<file path="src/rtl/apb_req_arbiter.sv">
// Round-robin arbiter sharing one APB master transfer port among NUM_REQ
// requesters, with a watchdog that aborts stalled transfers.
`ifndef APB_ADDR_WIDTH
`define APB_ADDR_WIDTH 32
`endif
`ifndef APB_DATA_WIDTH
`define APB_DATA_WIDTH 32
`endif
`ifndef APB_STRB_WIDTH
`define APB_STRB_WIDTH 4
`endif
`ifndef APB_PROT_WIDTH
`define APB_PROT_WIDTH 3
`endif

module apb_req_arbiter #(
  parameter int NUM_REQ = 4,
  parameter int ADDR_W  = `APB_ADDR_WIDTH,
  parameter int DATA_W  = `APB_DATA_WIDTH,
  parameter int STRB_W  = `APB_STRB_WIDTH,
  parameter int PROT_W  = `APB_PROT_WIDTH,
  parameter int TIMEOUT = 16
) (
  input  logic                       PCLK,
  input  logic                       PRESET,
  input  logic [NUM_REQ-1:0]         req_valid,
  input  logic [NUM_REQ-1:0]         req_write,
  input  logic [NUM_REQ*ADDR_W-1:0]  req_addr,
  input  logic [NUM_REQ*DATA_W-1:0]  req_wdata,
  input  logic [NUM_REQ*STRB_W-1:0]  req_strb,
  input  logic [NUM_REQ*PROT_W-1:0]  req_prot,
  output logic [NUM_REQ-1:0]         req_ack,
  output logic [NUM_REQ-1:0]         rsp_valid,
  output logic [DATA_W-1:0]          rsp_rdata,
  output logic                       rsp_slverr,
  output logic                       rsp_timeout,
  output logic                       transfer,
  output logic                       SWRITE,
  output logic [ADDR_W-1:0]          SADDR,
  output logic [DATA_W-1:0]          SWDATA,
  output logic [STRB_W-1:0]          SSTRB,
  output logic [PROT_W-1:0]          SPROT,
  input  logic                       PSEL,
  input  logic                       PENABLE,
  input  logic                       PREADY,
  input  logic [DATA_W-1:0]          PRDATA,
  input  logic                       PSLVERR
);

  localparam int IDX_W = (NUM_REQ > 1) ? $clog2(NUM_REQ) : 1;
  localparam int WD_W  = $clog2(TIMEOUT);

  typedef enum logic [1:0] {
    IDLE,
    ISSUE,
    WAIT,
    RESP
  } state_t;

  state_t             state;
  logic [IDX_W-1:0]   rr_ptr;
  logic [IDX_W-1:0]   owner;
  logic [WD_W-1:0]    watchdog;

  logic               win_found;
  logic [IDX_W-1:0]   win_idx;
  logic [IDX_W-1:0]   win_next;
  logic [NUM_REQ-1:0] win_oh;
  logic [NUM_REQ-1:0] owner_oh;
  logic               setup_seen;
  logic               done;
  logic               expired;

  function automatic logic [IDX_W-1:0] wrap_add(
    input logic [IDX_W-1:0] base,
    input int               ofs
  );
    int s;
    s = int'(base) + ofs;
    if (s >= NUM_REQ)
      s = s - NUM_REQ;
    return s[IDX_W-1:0];
  endfunction

  // search upward from rr_ptr, wrapping
  always_comb begin
    win_found = 1'b0;
    win_idx   = '0;
    for (int i = 0; i < NUM_REQ; i++) begin
      if (!win_found && req_valid[wrap_add(rr_ptr, i)]) begin
        win_found = 1'b1;
        win_idx   = wrap_add(rr_ptr, i);
      end
    end
  end

  assign win_next   = wrap_add(win_idx, 1);
  assign win_oh     = {{(NUM_REQ-1){1'b0}}, 1'b1} << win_idx;
  assign owner_oh   = {{(NUM_REQ-1){1'b0}}, 1'b1} << owner;
  assign setup_seen = PSEL & ~PENABLE;
  assign done       = PSEL & PENABLE & PREADY;
  assign expired    = (watchdog == WD_W'(TIMEOUT - 1));

  always_ff @(posedge PCLK) begin
    if (PRESET) begin
      state       <= IDLE;
      rr_ptr      <= '0;
      owner       <= '0;
      watchdog    <= '0;
      req_ack     <= '0;
      rsp_valid   <= '0;
      rsp_rdata   <= '0;
      rsp_slverr  <= 1'b0;
      rsp_timeout <= 1'b0;
      transfer    <= 1'b0;
      SWRITE      <= 1'b0;
      SADDR       <= '0;
      SWDATA      <= '0;
      SSTRB       <= '0;
      SPROT       <= '0;
    end else begin
      req_ack   <= '0;
      rsp_valid <= '0;
      unique case (state)
        IDLE: begin
          if (win_found) begin
            owner    <= win_idx;
            rr_ptr   <= win_next;
            req_ack  <= win_oh;
            transfer <= 1'b1;
            SWRITE   <= req_write[win_idx];
            SADDR    <= req_addr[int'(win_idx)*ADDR_W +: ADDR_W];
            SWDATA   <= req_wdata[int'(win_idx)*DATA_W +: DATA_W];
            SSTRB    <= req_strb[int'(win_idx)*STRB_W +: STRB_W];
            SPROT    <= req_prot[int'(win_idx)*PROT_W +: PROT_W];
            state    <= ISSUE;
          end
        end
        ISSUE: begin
          if (setup_seen) begin
            transfer <= 1'b0;
            watchdog <= '0;
            state    <= WAIT;
          end
        end
        WAIT: begin
          watchdog <= watchdog + 1'b1;
          // completion takes priority over a coincident expiry
          if (done) begin
            rsp_rdata   <= PRDATA;
            rsp_slverr  <= PSLVERR;
            rsp_timeout <= 1'b0;
            rsp_valid   <= owner_oh;
            state       <= RESP;
          end else if (expired) begin
            rsp_rdata   <= '0;
            rsp_slverr  <= 1'b1;
            rsp_timeout <= 1'b1;
            rsp_valid   <= owner_oh;
            state       <= RESP;
          end
        end
        RESP: begin
          state <= IDLE;
        end
        default: begin
          state <= IDLE;
        end
      endcase
    end
  end

endmodule

</file>
<file path="config.mk">
export PLATFORM = sky130hd
export DESIGN_NAME = apb_req_arbiter
export DESIGN_NICKNAME = d
export VERILOG_FILES = /design/src/rtl/apb_req_arbiter.sv
export SDC_FILE = /design/constraint.sdc
export NUM_CORES = 1
export LEC_CHECK = 0
export ABC_AREA = 1
export BUFFER_PORTS_ARGS = -buffer_cell sky130_fd_sc_hd__buf_2
export CAP_MARGIN = 15
export CORE_AREA = 4 4 170 172
export CTS_CLUSTER_DIAMETER = 100
export DETAILED_ROUTE_END_ITERATION = 12
export DIE_AREA = 0 0 174 176
export HOLD_SLACK_MARGIN = 0.06
export SYNTH_ARGS = -nofsm -noshare
export SYNTH_HDL_FRONTEND = slang
export SYNTH_SLANG_ARGS = --single-unit
</file>
<file path="constraint.sdc">
create_clock -name PCLK -period 4.5 [get_ports PCLK]
set_clock_uncertainty 0.1 [all_clocks]
set_input_delay 0.9 -clock PCLK [delete_from_list [all_inputs] [get_ports PCLK]]
set_output_delay 0.9 -clock PCLK [all_outputs]
set_load 0.02 [all_outputs]
</file>
==> flow_summary.json, run 1 <==
{
  "die_area_sq_um": 30620,
  "layout-drive-gt1-share": 0.2598,
  "ys_types": 28,
  "grt_first_pass_wirelength_um": 54730,
  "startpoint": "rr_ptr[0]$_SDFFE_PP0P_",
  "clock_sinks": 125,
  "crit_top_cell": "nand2_1",
  "dr_total_vias": 11240,
  "end_kind": "flop",
  "syn-cell-area_sq_um": 8892,
  "synthesis.nets": 1894,
  "ir_drop_mv": 0.5077,
  "synth_most_common_cell": "inv_1",
  "cp_max_fo": 47,
  "crit_arrival_ns": 3.22,
  "firstDrtPassIters": 7,
  "setup_viol": 0,
  "io_buffers": 444,
  "routed_wl_um": 35160,
  "cts_hold_buf": 0,
  "yosysWarnings": 0,
  "hold_violations": 0,
  "crit_cells": 13,
  "die_y_um": 176,
  "fin_nets": 2253,
  "cts_root_buf": "clkbuf_16",
  "cts-htree-levels": 4,
  "clock_latency_ns": 0.42,
  "numCtsBuffers": 17,
  "final_cell_area_sq_um": 11750,
  "rsz0062_at_grt": "false",
  "hpwl_um": 24830,
  "grt_max_degree": 146,
  "remaining_drc_errors": 0,
  "criticalPathCategory": "flop to flop",
  "drv_slew": 0,
  "holdWs_ns": 0.3420,
  "tightest_slew_ns": 1.073,
  "first_iter_violations": 858,
  "setup-tns-final_ns": 0,
  "hold_depth": 1,
  "antenna_found_initial": 5,
  "cts_tree": "done",
  "status": "finished clean",
  "crit_path_max_incr_delay_ns": 0.61,
  "p_per_area_nw_per_um2": 722.6,
  "placedInstanceArea_sq_um": 11130,
  "reg2reg_depth": 13,
  "slew_headroom": 0.2826,
  "worstPathRequired_ns": 4.76,
  "p_leak_nw": 7.442,
  "grt_overflow": 0,
  "cts.repair.resized": 0,
  "synthesis.instances": 1560,
  "crit_chain": "inv_4, nand2_1, nand2_1, nand2_1, nand2_1, nor2_4, nand4_1, nand2_4, buf_4, nand3_1, nand3_1, nand2_1, inv_1",
  "clk_transition_reported_paths_ns": 0.07,
  "crit_buf_inv": 3,
  "finalWorstPathRequiredPeriod_ns": 2.960,
  "post-cts-setup-buffers": 0,
  "ant_nets": 0,
  "synth_edf_count": 0,
  "startpoint_type": "flop",
  "place_ws_ns": 1.299,
  "vias_per_cell": 4.930,
  "drt-wirelength-per-cell_um": 15.42,
  "crit_family": "simple AND/OR/NAND/NOR gates",
  "synthArstFlopShare": 0,
  "fp-row-count": 61,
  "yosysSeqAreaShare": 0.2814,
  "core_area_sq_um": 27480,
  "grt_pass1_vias": 10470,
  "fill_cells": 3045,
  "yosysTopAreaCell": "dfxtp_1",
  "synth_top_cells_by_count": "inv_1 (379), nand2_1 (311), nand3_1 (267)",
  "hp-start": "owner[1]$_SDFFE_PP0P_",
  "maxCapViolCount": 0,
  "synth_area_per_cell_sq_um": 5.700,
  "start_util": 0.3236,
  "gp_congestion": 0.8867,
  "clock_path_buffers": 2,
  "ys_ff_latch": 125,
  "die_w_um": 174,
  "top_level_ports": 445,
  "grtUsageTotal": 0.2162,
  "area_delta_synth_final_pct": 32.10,
  "fin_ws_ns": 1.540,
  "timing.fmax_ghz": 0.3379,
  "slowest_stage": "dfxtp_1",
  "fin_crit_sh": 0.6577,
  "worstReg2RegStart": "rr_ptr[0]$_SDFFE_PP0P_",
  "synthTopCellsByArea": "dfxtp_1 (28%), inv_1 (16%), nand3_1 (15%), nand2_1 (13%), nand4_1 (10%)",
  "hp-class": "flop to flop",
  "yosys.area.top_type_share": 0.2814,
  "synth_top_flop_cell": "dfxtp_1"
}
-- kinds of logic (layout without fill, tap and decap cells) --
logic type	Yosys count	after routing	share of synthesized area
AO/OA/AOI/OAI	36	36	0.02195
XOR/XNOR	1	1	0.0009851
adder cells (fa/ha/maj)	4	4	0.005628
buffers and inverters	502	874	0.2298
flip-flops	125	125	0.2814
other	0	2	0
AND/OR/NAND/NOR	892	892	0.4603
-- cell usage in the layout, fill, tap and decap left out, drive strengths merged --
master    netlist  layout
a211oi          3       3
a21oi          22      22
a31oi           1       1
and3            1       1
buf            90     458
bufinv          0       2
clkbuf         28      18
clkinv          1       1
clkinvlp        0       3
dfxtp         125     125
diode           0       2
ha              4       4
inv           383     392
nand2         312     312
nand3         270     270
nand3b          1       1
nand4         147     147
nor2          155     155
nor3            6       6
o21ai           9       9
o21bai          1       1
xor2            1       1
-- layout make-up --
cell class,count,area (sq um),area share
clock inverters,14,168.9,0.01438
well taps,346,432.9,0.03686
flip-flops and latches,125,2502,0.2130
diodes,2,5.005,0.0004261
clock buffers,18,439.2,0.03739
multi-input cells,933,4384,0.3732
inverters,384,1446,0.1231
repair buffers,458,2367,0.2015
-- worst reg2reg max path: cells and delay by family (launching register included) --
family                 cells  cell delay, ns
buffers and inverters      3            0.66
flip-flops                 1            0.61
AND/OR/NAND/NOR           10            1.54
-- metrics by stage --
step                instances  total power [mW]    util
floorplan                1560             5.747       -
global placement         2246             7.010  0.4052
detailed placement       2246             7.072  0.4052
CTS                      2278             8.556  0.4273
global route             2280             9.295  0.4275
finish                   2280             8.488  0.4275
-- registers in the layout, summed over array words and instances (netlist names) --
| register | cells |
|---|---|
| state | 2 |
| watchdog | 4 |
| rsp_slverr | 1 |
| req_ack | 4 |
| transfer | 1 |
| rsp_valid | 4 |
| owner | 2 |
| SSTRB | 4 |
| rsp_rdata | 32 |
| SWRITE | 1 |
| SADDR | 32 |
| rr_ptr | 2 |
| SWDATA | 32 |
| SPROT | 3 |
| rsp_timeout | 1 |
-- metal layers --
layer / up-vias / routed length (um) / GRT usage
met5: - / 27 / 0
met4: 4 / 975 / 0.06467
met3: 60 / 2907 / 0.06060
met2: 507 / 16990 / 0.3718
met1: 5115 / 14260 / 0.2646
li1: 5554 / - / -
-- worst paths after layout --
path                                  end  slack [ns]
hold reg to reg   rsp_valid[0]$_SDFF_PP0_        0.34
setup / recovery    SSTRB[3]$_SDFFE_PP0P_        1.54
setup reg to reg    SSTRB[3]$_SDFFE_PP0P_        1.54
hold / removal    rsp_valid[0]$_SDFF_PP0_        0.34
-- where the power goes --
part / switching [mW] / total (mW) / leakage (nW) / internal (mW)
Combinational: 3.75 / 5.44 / 6.12 / 1.69
Sequential: 0.172 / 1.60 / 1.03 / 1.43
Clock: 0.590 / 1.44 / 0.291 / 0.853
Total: 4.51 / 8.49 / 7.44 / 3.98
Power figures use the tool's default switching activity.
==> inputs of run 2 (changes only) <==
Settings changed: CORE_AREA 4 4 170 172 to 4 4 172 174, DIE_AREA 0 0 174 176 to 0 0 176 178.
Clock period 4.5 ns to 2.45 ns, I/O delays scaled along.
==> flow_summary.json, run 2 (synthesis gave the netlist of run 1 again) <==
{
  "finalWorstPathRequiredPeriod_ns": 2.284,
  "r2r_setup_slack_ns": 0.17,
  "power_mw": 16.41,
  "clock_path_buffers": 2,
  "startpoint_type": "flop",
  "vias_per_cell": 4.801,
  "timing.fmax_ghz": 0.4379,
  "criticalPathCategory": "flop to flop",
  "seqCellArea_sq_um": 2507,
  "layout-drive-gt1-share": 0.2673,
  "first_iter_violations": 853,
  "fp-row-count": 61,
  "io_buffers": 444,
  "crit_chain": "inv_4, nand2_1, nand3_1, nand2_1, inv_1, nand2_1, nand2_4, nand3_4, buf_12, clkbuf_16, nand2_1, nand3_1, nand3_1, nand2_1, inv_1",
  "antenna_found_initial": 2,
  "cts_tree": "done",
  "maxCapViolCount": 0,
  "cp_max_fo": 26,
  "cts_hold_buf": 0,
  "routed_wl_um": 35080,
  "grt_pass1_vias": 10480,
  "status": "finished clean",
  "final_common_cell": "buf_2",
  "ant_nets": 0,
  "grtUsageTotal": 0.2070,
  "setup_viol": 0,
  "slowest_stage": "dfxtp_4",
  "hpwl_um": 24640,
  "drt-wirelength-per-cell_um": 15.06,
  "clock_sinks": 125,
  "die_w_um": 176,
  "grt_max_degree": 81,
  "p_per_area_nw_per_um2": 1353,
  "setup-tns-final_ns": 0,
  "fin_crit_sh": 0.9321,
  "die_y_um": 178,
  "ir_drop_mv": 1.098,
  "end_kind": "flop",
  "tightest_slew_ns": 0.6095,
  "post-route-util": 0.4365,
  "hold_violations": 0,
  "dr_total_vias": 11180,
  "crit_arrival_ns": 2.56,
  "numCtsBuffers": 17,
  "top_level_ports": 445,
  "worstPathRequired_ns": 2.72,
  "start_util": 0.3201,
  "dp.cells": 2290,
  "top_regs": "SADDR (32), SWDATA (32), rsp_rdata (32)",
  "core_area_sq_um": 27780,
  "remaining_drc_errors": 0,
  "gp_congestion": 0.8894,
  "slew_headroom": 0.5936,
  "clk_transition_reported_paths_ns": 0.08,
  "crit_top_cell": "nand2_1",
  "crit_end": "SWDATA[11]$_SDFFE_PP0P_",
  "clock_latency_ns": 0.41,
  "final_cell_count_no_fill": 2329,
  "crit_path_max_incr_delay_ns": 0.38,
  "worstReg2RegStart": "rr_ptr[0]$_SDFFE_PP0P_",
  "rsz0062_at_grt": "false",
  "grt_first_pass_wirelength_um": 53540,
  "reg2reg_depth": 15,
  "area_delta_synth_final_pct": 36.37,
  "cts-htree-levels": 4,
  "startpoint": "rr_ptr[0]$_SDFFE_PP0P_",
  "grt_overflow": 0,
  "p_leak_nw": 7.612,
  "final_cell_mix": "buf_2 (443), inv_1 (379), nand2_1 (309)",
  "fill_cells": 3071,
  "firstDrtPassIters": 5,
  "hp-class": "input pin to flop",
  "fin_nets": 2270,
  "die_area_sq_um": 31330,
  "drv_slew": 0,
  "multi_input_area_sq_um": 4394,
  "cts_root_buf": "clkbuf_16",
  "reg2reg_to": "SWDATA[11]$_SDFFE_PP0P_"
}
[run 2: where the power goes]
group | switching (mW) | internal, mW
Combinational | 7.12 | 3.77
Clock | 1.20 | 1.39
Sequential | 0.296 | 2.64
[run 2: worst min-delay path by stage]
| stage | cells past startpoint | slack [ns] | to | startpoint |
|---|---|---|---|---|
| finish | 3 | 0.19 | rsp_rdata[11]$_SDFFE_PP0P_ | PRDATA[11] |
| global route | 3 | 0.18 | rsp_rdata[6]$_SDFFE_PP0P_ | PRDATA[6] |
| CTS | 3 | 0.17 | rsp_rdata[11]$_SDFFE_PP0P_ | PRDATA[11] |
| detailed placement | 1 | 0.34 | rsp_valid[0]$_SDFF_PP0_ | owner[1]$_SDFFE_PP0P_ |
| global placement | 1 | 0.34 | rsp_valid[0]$_SDFF_PP0_ | owner[1]$_SDFFE_PP0P_ |
| floorplan | 1 | 0.31 | rsp_valid[0]$_SDFF_PP0_ | owner[1]$_SDFFE_PP0P_ |
[run 2: layer usage]
layer	up-vias	part of all wire	track usage
li1	5597	-	-
met1	5061	0.42	0.2571
met2	477	0.48	0.3551
met3	47	0.084	0.05384
met4	0	0.022	0.06010
met5	-	0	0
[run 2: area by class of cell]
type                            count  area share
Tap cell                          378     0.03900
Timing Repair Buffer              474      0.2216
Clock buffer                       17     0.03508
Antenna cell                        2   0.0004127
Inverter                          384      0.1193
Sequential cell                   125      0.2068
Multi-Input combinational cell    934      0.3624
Clock inverter                     15     0.01548
[run 2: worst max-delay path: cells and delay by family (launching register included)]
| kind | cells | cell delay (ns) |
|---|---|---|
| buf+inv | 5 | 0.71 |
| flops | 1 | 0.38 |
| simple gates | 10 | 1.03 |
[run 2: per-stage QoR]
stage / area (sq um) / setup WS (ns) / hold WS (ns)
finish: 12130 / 0.1665 / 0.1870
global route: 12130 / 0.003864 / 0.1776
global placement: 11400 / 0.05033 / 0.3358
detailed placement: 11400 / -0.0004312 / 0.3359
floorplan: 8892 / 0.4863 / 0.3132
CTS: 12020 / 0.1246 / 0.1660
[run 2: what timing repair did]
item / CTS / global route
cloned: 0 / 3
setup endpoints to repair: 2 / 70
gates resized for setup: 1 / 5
buffers inserted: 0 / 2
pin swaps: 0 / 1
